--- src/rtl/mand_pkg.sv ---
// rtl/mand_pkg.sv - shared constants, FSM states and slot tag for the Mandelbrot frame scheduler
package mand_pkg;
    localparam int NTHR = 11;
    localparam int CW   = 7;
    localparam int XW   = 12;
    localparam int YW   = 10;
    localparam int CHW  = 8;

    typedef enum logic [2:0] {IDLE, ISSUE, WAIT, ADV, FLUSH} state_t;

    typedef struct packed {
        logic [CHW-1:0] chunk;
        logic [YW-1:0]  row;
        logic           last;
    } slot_tag_t;
endpackage

--- src/rtl/mand_pixbuf.sv ---
// rtl/mand_pixbuf.sv - 2-slot ping-pong counter buffer with 11:1 pixel serialiser
module mand_pixbuf import mand_pkg::*; (
    input  logic                 clk,
    input  logic                 reset,
    output logic                 free,
    input  logic                 reserve,
    input  logic                 wr_en,
    input  logic [NTHR*CW-1:0]   wr_counters,
    input  slot_tag_t            wr_tag,
    output logic                 empty,
    output logic                 pix_valid,
    input  logic                 pix_ready,
    output logic [CW-1:0]        pix_data,
    output logic [XW-1:0]        pix_x,
    output logic [YW-1:0]        pix_y,
    output logic                 pix_last
);
    logic [NTHR-1:0][CW-1:0] mem [2];
    slot_tag_t               tag [2];
    logic [1:0]              occ;
    logic [1:0]              full;
    logic                    wr_ptr;
    logic                    rd_ptr;
    logic [3:0]              k;
    logic                    fire;
    logic                    drain_last;
    logic [XW-1:0]           base_x;

    // Slots are reserved, written and drained strictly in order, so a
    // request only ever writes the slot most recently reserved (~wr_ptr).
    assign pix_valid  = full[rd_ptr];
    assign fire       = pix_valid && pix_ready;
    assign drain_last = fire && (k == 4'(NTHR - 1));
    assign free       = !occ[wr_ptr] || ((rd_ptr == wr_ptr) && drain_last);
    assign empty      = (occ == 2'b00);

    assign pix_data = mem[rd_ptr][k];
    assign base_x   = (XW'(tag[rd_ptr].chunk) << 3) + (XW'(tag[rd_ptr].chunk) << 1)
                    + XW'(tag[rd_ptr].chunk);
    assign pix_x    = base_x + XW'(k);
    assign pix_y    = tag[rd_ptr].row;
    assign pix_last = pix_valid && tag[rd_ptr].last && (k == 4'(NTHR - 1));

    always_ff @(posedge clk) begin
        if (reset) begin
            occ    <= 2'b00;
            full   <= 2'b00;
            wr_ptr <= 1'b0;
            rd_ptr <= 1'b0;
            k      <= 4'd0;
            for (int s = 0; s < 2; s++) begin
                mem[s] <= '0;
                tag[s] <= '0;
            end
        end else begin
            if (fire) begin
                if (k == 4'(NTHR - 1)) begin
                    k            <= 4'd0;
                    occ[rd_ptr]  <= 1'b0;
                    full[rd_ptr] <= 1'b0;
                    rd_ptr       <= ~rd_ptr;
                end else begin
                    k <= k + 4'd1;
                end
            end
            if (wr_en) begin
                mem[~wr_ptr]  <= wr_counters;
                tag[~wr_ptr]  <= wr_tag;
                full[~wr_ptr] <= 1'b1;
            end
            // Placed after the drain clear so a slot freed and re-reserved
            // in the same cycle ends up occupied.
            if (reserve) begin
                occ[wr_ptr] <= 1'b1;
                wr_ptr      <= ~wr_ptr;
            end
        end
    end
endmodule

--- src/rtl/mand_frame_sched.sv ---
// rtl/mand_frame_sched.sv - frame walker issuing 11-pixel chunk requests and streaming results
module mand_frame_sched import mand_pkg::*; (
    input  logic                 clk,
    input  logic                 reset,
    input  logic                 start,
    input  logic [31:0]          cfg_x0,
    input  logic [31:0]          cfg_y0,
    input  logic [31:0]          cfg_xstep,
    input  logic [31:0]          cfg_ystep,
    input  logic [7:0]           cfg_chunks,
    input  logic [YW-1:0]        cfg_rows,
    output logic                 busy,
    output logic                 done,
    output logic                 core_rq,
    output logic [31:0]          core_cx0,
    output logic [31:0]          core_cxstep,
    output logic [31:0]          core_cy,
    input  logic                 core_ack,
    input  logic [NTHR*CW-1:0]   core_counters,
    output logic                 pix_valid,
    input  logic                 pix_ready,
    output logic [CW-1:0]        pix_data,
    output logic [XW-1:0]        pix_x,
    output logic [YW-1:0]        pix_y,
    output logic                 pix_last
);
    state_t         state, state_nxt;
    logic [31:0]    x0, xstep, ystep, xstep11, cx, cy;
    logic [CHW-1:0] chunk, last_chunk;
    logic [YW-1:0]  row, last_row;
    logic           is_last_chunk, is_last_row;
    logic           free, empty, reserve, wr_en;
    slot_tag_t      wr_tag;

    assign is_last_chunk = (chunk == last_chunk);
    assign is_last_row   = (row == last_row);
    assign busy          = (state != IDLE);
    assign core_cx0      = cx;
    assign core_cy       = cy;
    assign core_cxstep   = xstep;
    assign wr_en         = (state == WAIT) && core_ack;
    assign wr_tag        = '{chunk: chunk, row: row, last: is_last_chunk && is_last_row};

    always_ff @(posedge clk) begin
        if (reset) state <= IDLE;
        else       state <= state_nxt;
    end

    always_comb begin
        state_nxt = state;
        core_rq   = 1'b0;
        reserve   = 1'b0;
        done      = 1'b0;
        case (state)
            IDLE:  if (start) state_nxt = ISSUE;
            ISSUE: if (free) begin
                core_rq   = 1'b1;
                reserve   = 1'b1;
                state_nxt = WAIT;
            end
            WAIT:  if (core_ack) state_nxt = ADV;
            ADV:   state_nxt = (is_last_chunk && is_last_row) ? FLUSH : ISSUE;
            FLUSH: if (empty) begin
                done      = 1'b1;
                state_nxt = IDLE;
            end
            default: state_nxt = IDLE;
        endcase
    end

    // Position registers only move in ADV, which keeps the core inputs
    // stable from the request through its ack.
    always_ff @(posedge clk) begin
        if (reset) begin
            x0 <= '0; xstep <= '0; ystep <= '0; xstep11 <= '0;
            cx <= '0; cy <= '0;
            chunk <= '0; last_chunk <= '0;
            row <= '0; last_row <= '0;
        end else if (state == IDLE && start) begin
            x0         <= cfg_x0;
            xstep      <= cfg_xstep;
            ystep      <= cfg_ystep;
            xstep11    <= (cfg_xstep << 3) + (cfg_xstep << 1) + cfg_xstep;
            cx         <= cfg_x0;
            cy         <= cfg_y0;
            chunk      <= '0;
            row        <= '0;
            last_chunk <= (cfg_chunks == 8'd0) ? 8'd0 : cfg_chunks - 8'd1;
            last_row   <= (cfg_rows == '0) ? '0 : cfg_rows - YW'(1);
        end else if (state == ADV) begin
            if (!is_last_chunk) begin
                chunk <= chunk + 8'd1;
                cx    <= cx + xstep11;
            end else if (!is_last_row) begin
                chunk <= '0;
                cx    <= x0;
                row   <= row + YW'(1);
                cy    <= cy + ystep;
            end
        end
    end

    mand_pixbuf u_pixbuf (
        .clk         (clk),
        .reset       (reset),
        .free        (free),
        .reserve     (reserve),
        .wr_en       (wr_en),
        .wr_counters (core_counters),
        .wr_tag      (wr_tag),
        .empty       (empty),
        .pix_valid   (pix_valid),
        .pix_ready   (pix_ready),
        .pix_data    (pix_data),
        .pix_x       (pix_x),
        .pix_y       (pix_y),
        .pix_last    (pix_last)
    );
endmodule

--- config.mk ---
export PLATFORM = sky130hd
export DESIGN_NAME = mand_frame_sched
export DESIGN_NICKNAME = d
export VERILOG_FILES = /design/src/rtl/mand_pkg.sv /design/src/rtl/mand_pixbuf.sv /design/src/rtl/mand_frame_sched.sv
export SDC_FILE = /design/constraint.sdc
export NUM_CORES = 1
export LEC_CHECK = 0
export CORE_MARGIN = 2
export CORE_UTILIZATION = 45
export CTS_BUF_LIST = sky130_fd_sc_hd__clkbuf_8 sky130_fd_sc_hd__clkbuf_16
export DETAILED_ROUTE_END_ITERATION = 6
export PLACE_DENSITY_LB_ADDON = 0.3
export SLEW_MARGIN = 25
export SYNTH_ARGS = -nofsm -noshare
export SYNTH_HDL_FRONTEND = slang
export SYNTH_SLANG_ARGS = --single-unit
--- constraint.sdc ---
create_clock -name clk -period 5.32 [get_ports clk]
set_input_delay 0.532 -clock clk [delete_from_list [all_inputs] [get_ports clk]]
set_output_delay 0.532 -clock clk [all_outputs]
set_load 0.02 [all_outputs]
; Yosys cells after proc, flatten, opt, wreduce, memory -nomap -nowiden
; Memory sizes are Yosys's and may differ from the RTL's. A register that Yosys moved wholly into a read port is not among the register bits.
; Index checks and enable logic that the tools add are counted.
[totals]
regBits = 241
ramBits = 192
in_bits = 228
output_inout_bits = 130
wordCells = 147
memories = 2
[mem_list]
columns = name, words, word_bits, rd, rd_clocked_by_memory_dff, wr, line
row1 = u_pixbuf.mem, 2, 77, 1, 1, 2, mand_pixbuf.sv:18  ; logic [NTHR-1:0][CW-1:0] mem [2];
row2 = u_pixbuf.tag, 2, 19, 1, 1, 2, mand_pixbuf.sv:19  ; slot_tag_t tag [2];
[classes]
addsub = 12
magnitude_cmp = 7
eq_ne = 15
mux = 58
bitwise_logic = 8
reduce_logical = 29
[ops]
columns = operator, n
row1 = $mux 32, 8
row2 = $add 32x32->32, 4
row3 = $mux 77, 1
row4 = $reduce_or 77->1, 1
row5 = $bmux 7 s4, 1
row6 = $mux 1, 24
row7 = $mux 8, 3
row8 = $mux 19, 1
row9 = $reduce_or 19->1, 1
row10 = $mux 2, 8
row11 = $mux 3, 5
row12 = $pmux 3 s5, 1
row13 = $add 11x9->12, 1
row14 = $add 12x4->12, 1
row15 = $add 12x8->12, 1
row16 = $logic_and 1x1->1, 11
row17 = $add 10x1->10 const B, 1
row18 = $eq 10x10->1, 1
row19 = $logic_not 10->1, 1
row20 = $mux 10, 1
row21 = $ne 2x2->1 const B, 5
row22 = $sub 10x1->10 const B, 1
row23 = $add 8x1->8 const B, 1
row24 = $eq 8x8->1, 1
row25 = 30 further kinds, 45

; Longest topological paths before layout
[depth]
depth_word = 11
mapped_depth = 18
mapped_depth_nobuf = 14

; Hierarchy
; A second synthesis with hierarchy kept.
[hier_totals]
cells_unflattened = 2445
hier_area_um2 = 23821.6
[by_module_without_submodules]
columns = mod, instances, cells_per_inst, area_per_inst_um2, seq_area_each_um2
row1 = mand_frame_sched, 1, 1773, 14098.5, 4604.4
row2 = mand_pixbuf, 1, 672, 9723.1, 5985.7

; Least setup slack after synthesis
; OpenSTA, ideal clock, no wires.
[synth_path]
path_type = reg2out
startpoint = reg with a tool-made name
endpoint = out pix_x[10]
arrival_ns = 4.475
t_required_ns = 4.788
slack_ns = 0.313
stages_incl_launch_ff = 19
n_path_buf = 4
cell_sequence = dfxtp_1 > clkbuf_1 > buf_2 > buf_1 > buf_1 > mux2i_1 > fa_1 > inv_1 > ha_1 > ha_1 > fa_1 > a21oi_1 > nor2_1 > nor2_1 > o21bai_1 > a21oi_1 > o21bai_1 > a21oi_1 > xnor2_1
[synth_lines]
columns = item, line
row1 = to (decl), mand_frame_sched.sv:23  ; output logic [XW-1:0] pix_x,

==> flow_metrics.env <==
export IMPL_crit_type="flop to output port"
export IMPL_synth_fp_nets=2852
export IMPL_fin_crit_ps=5060
export IMPL_placed_cell_area_um2=27900
export IMPL_synth_top_family_by_area="simple AND/OR/NAND/NOR gates"
export IMPL_wl_per_cell_um=19.7
export IMPL_cts_sinks=433
export IMPL_cellPowerDensity_nw_per_um2=359
export IMPL_synth_simple_area_share=0.173
export IMPL_multi_input_area_um2=12500
export IMPL_root_buffer="clkbuf_16"
export IMPL_critPathMaxFanout=6
export IMPL_crit_required_ps=4790
export IMPL_tightestPinTransition_ps=1020
export IMPL_viasPerCell=5.64
export IMPL_area_delta_synth_final_pct=24.0
export IMPL_std_cell_rows=84
export IMPL_cts_htree_levels=2
export IMPL_ys_seq_area_frac=0.444
export IMPL_worstPathCellList="mux2i_1 > inv_1 > fa_1 > ha_1 > ha_1 > fa_1 > a21oi_1 > nor2_1 > nor2_1 > o21bai_1 > a21oi_1 > o21bai_1 > a21oi_1 > xnor2_1 > clkdlybuf4s50_1"
export IMPL_grt_overflow=0
export IMPL_cts_buffer_depth=3
export IMPL_power_leakage_nw=11.7
export IMPL_grt_max_degree=103
export IMPL_vias=19694
export IMPL_drt_iter0_drc=1175
export IMPL_postSynthAreaPerCell_um2=9.66
export IMPL_nets=3140
export IMPL_gp_congestion=0.899
export IMPL_drive_gt1_frac=0.0629
export IMPL_min_path_type="input port to flop"
export IMPL_wl_mm=68.9
export IMPL_ir_drop_mv=0.237
export IMPL_top_usage_layer="met2"
export IMPL_outcome="completed"
export IMPL_synth_cell_type_count=86
export IMPL_max_cap_violations=0
export IMPL_fill_cells=4527
export IMPL_grt_use_total=0.246
export IMPL_path_buf_inv=2
export IMPL_register_area_um2=10600
export IMPL_synth_compound_area_frac=0.163
export IMPL_max_stage_delay_ps=610
export IMPL_drcViolationCount=0
export IMPL_maxSlewViolCount=0
export IMPL_fin_crit_sh=0.951
export IMPL_layout_common_cells="nand2_1 (366), clkdlybuf4s50_1 (356), a21oi_1 (240), dfxtp_1 (238), edfxtp_1 (192)"
export IMPL_rsz0062_at_grt="false"
export IMPL_skew_ps=35.1
export IMPL_hold_viol=0
export IMPL_fp_coreArea_um2=52400
export IMPL_ant_nets=0
export IMPL_critPathCaptureType="output port"
export IMPL_die_area_um2=54800
export IMPL_grtUsageMet2=0.416
export IMPL_synth_top_area_cell="edfxtp_1"
export IMPL_syn_area_um2=23800
export IMPL_antenna_found_initial=13
export IMPL_synth_area_top_cells="edfxtp_1 (24%), dfxtp_1 (20%), ha_1 (6.0%)"
export IMPL_numPortBuffers=357
export IMPL_slew_headroom=0.322
export IMPL_syn_inst=2469
export IMPL_fmaxAchievable_mhz=198
export IMPL_critPathArrivalTime_ps=4530
export IMPL_grt_pass1_vias=19604
export IMPL_ys_seq_elements=433
export IMPL_crit_path_frequent_cell="a21oi_1"
export IMPL_mostFrequentLayoutCell="nand2_1"
export IMPL_crit_family="adder cells"
export IMPL_numCtsBuffers=48
export IMPL_cts_tree="done"
export IMPL_setup_viol=0
export IMPL_cts_hold_buf=0
export IMPL_synth_fa_ha_area_frac=0.0939
export IMPL_clk_latency_ps=610
export IMPL_grt_met1_usage=0.311
export IMPL_yosysWarningCount=0
export IMPL_ys_flop_type="dfxtp_1"
export IMPL_synth_async_reset_ratio=0
export IMPL_setup_tns_ps=0
export IMPL_drt_pass1_iterations=5
export IMPL_startpoint_type="flop"
export IMPL_clkSlewWorstSetupHoldPaths_ps=60
export IMPL_initial_core_util=0.455
export IMPL_grt_pass1_wl_mm=107
export IMPL_synth_xor_xnor_area_share=0.0444
export IMPL_postLayoutCellArea_um2=29600
export IMPL_dieHeight_um=234
export IMPL_muxShareOfSynthArea=0.0478
export IMPL_yosysTopAreaCellShare=0.242
export IMPL_crit_path_top_delay_cell="clkdlybuf4s50_1"
export IMPL_synth_edf_count=192
export IMPL_use_met3=0.0593
export IMPL_stdcell_count=3491
export IMPL_die_x_um=234
export IMPL_dpl_cell_count=3393
export IMPL_io_pin_count=358
export IMPL_dp_hpwl_mm=48.4
==> layout make-up <==
type                            count  area share
Multi-Input combinational cell   1834       0.424
Sequential cell                   433       0.358
Timing Repair Buffer              381       0.127
Clock buffer                       52      0.0425
Tap cell                          688      0.0291
Clock inverter                     37      0.0113
Inverter                           59     0.00749
Antenna cell                        7    0.000592
==> path summary, 6_finish.rpt <==
kind                            slack (ps)  startpoint  depth (start not counted)           end
worst max-delay path                   260        flop                         15     pix_x[10]
worst min-delay path                   440       reset                          2          flop
worst max register to register        2050    state[1]                          7  core_cx0[25]
worst min register to register         450      x0[11]                          2        x0[11]
==> cells by family after synthesis <==
kind of cell,count (synthesis)
AOI/OAI and AO/OA,604
adders and majority gates,155
buffers and inverters,202
and+or+nand+nor,868
muxes,86
DFF,433
xor gates and xnor gates,121
==> per-layer routing <==
metal | wire length, um | part of all wire
met2 | 33100 | 0.48
met1 | 29000 | 0.42
met3 | 4610 | 0.067
met5 | 115 | 0.0017
met4 | 2030 | 0.029
==> where the power goes <==
group,internal (mW),switching (mW),leakage [nW]
combinational,1.27,1.90,6.90
sequential,3.84,0.265,3.96
clock,1.91,1.43,0.830
total,7.03,3.59,11.7
==> sequential cells by signal, indices dropped and copies added, names as in the netlist, named ones only <==
register and cells:
u_pixbuf.tag 38, u_pixbuf.full 2, chunk 8, u_pixbuf.k 4
core_cxstep 32, xstep11 31, x0 32, ystep 32
u_pixbuf.mem 154, row 10, u_pixbuf.rd_ptr 1, core_cy 32
last_chunk 8, core_cx0 32, u_pixbuf.occ 2, state 3
u_pixbuf.wr_ptr 1, last_row 10
==> synthesized netlist by cell type (59+ instances only) <==
| library cell | instances |
|---|---|
| nor2_1 | 134 |
| and2_1 | 100 |
| clkbuf_1 | 123 |
| and3_1 | 115 |
| nand2_1 | 368 |
| xnor2_1 | 67 |
| a21oi_1 | 240 |
| edfxtp_1 | 192 |
| dfxtp_1 | 241 |
| inv_1 | 59 |
| ha_1 | 115 |
| o21ai_0 | 92 |
==> repair_timing <==
item / in CTS / in global routing
pin swaps: 0 / 0
endpoints found under the setup margin: 2 / 1
setup buffers: 2 / 0
resized for setup: 3 / 1
==> metrics by stage <==
stage | power, mW | utilization | worst slack (ps) | hold slack, ps
floorplan | 6.16 | - | 313 | 429
global placement | 7.26 | 0.532 | 651 | 439
detailed placement | 7.32 | 0.532 | 572 | 447
CTS | 10.7 | 0.563 | 121 | 432
global route | 11.2 | 0.564 | 27.5 | 454
finish | 10.6 | 0.564 | 258 | 436
No activity file was read; power rests on OpenSTA's default activity.
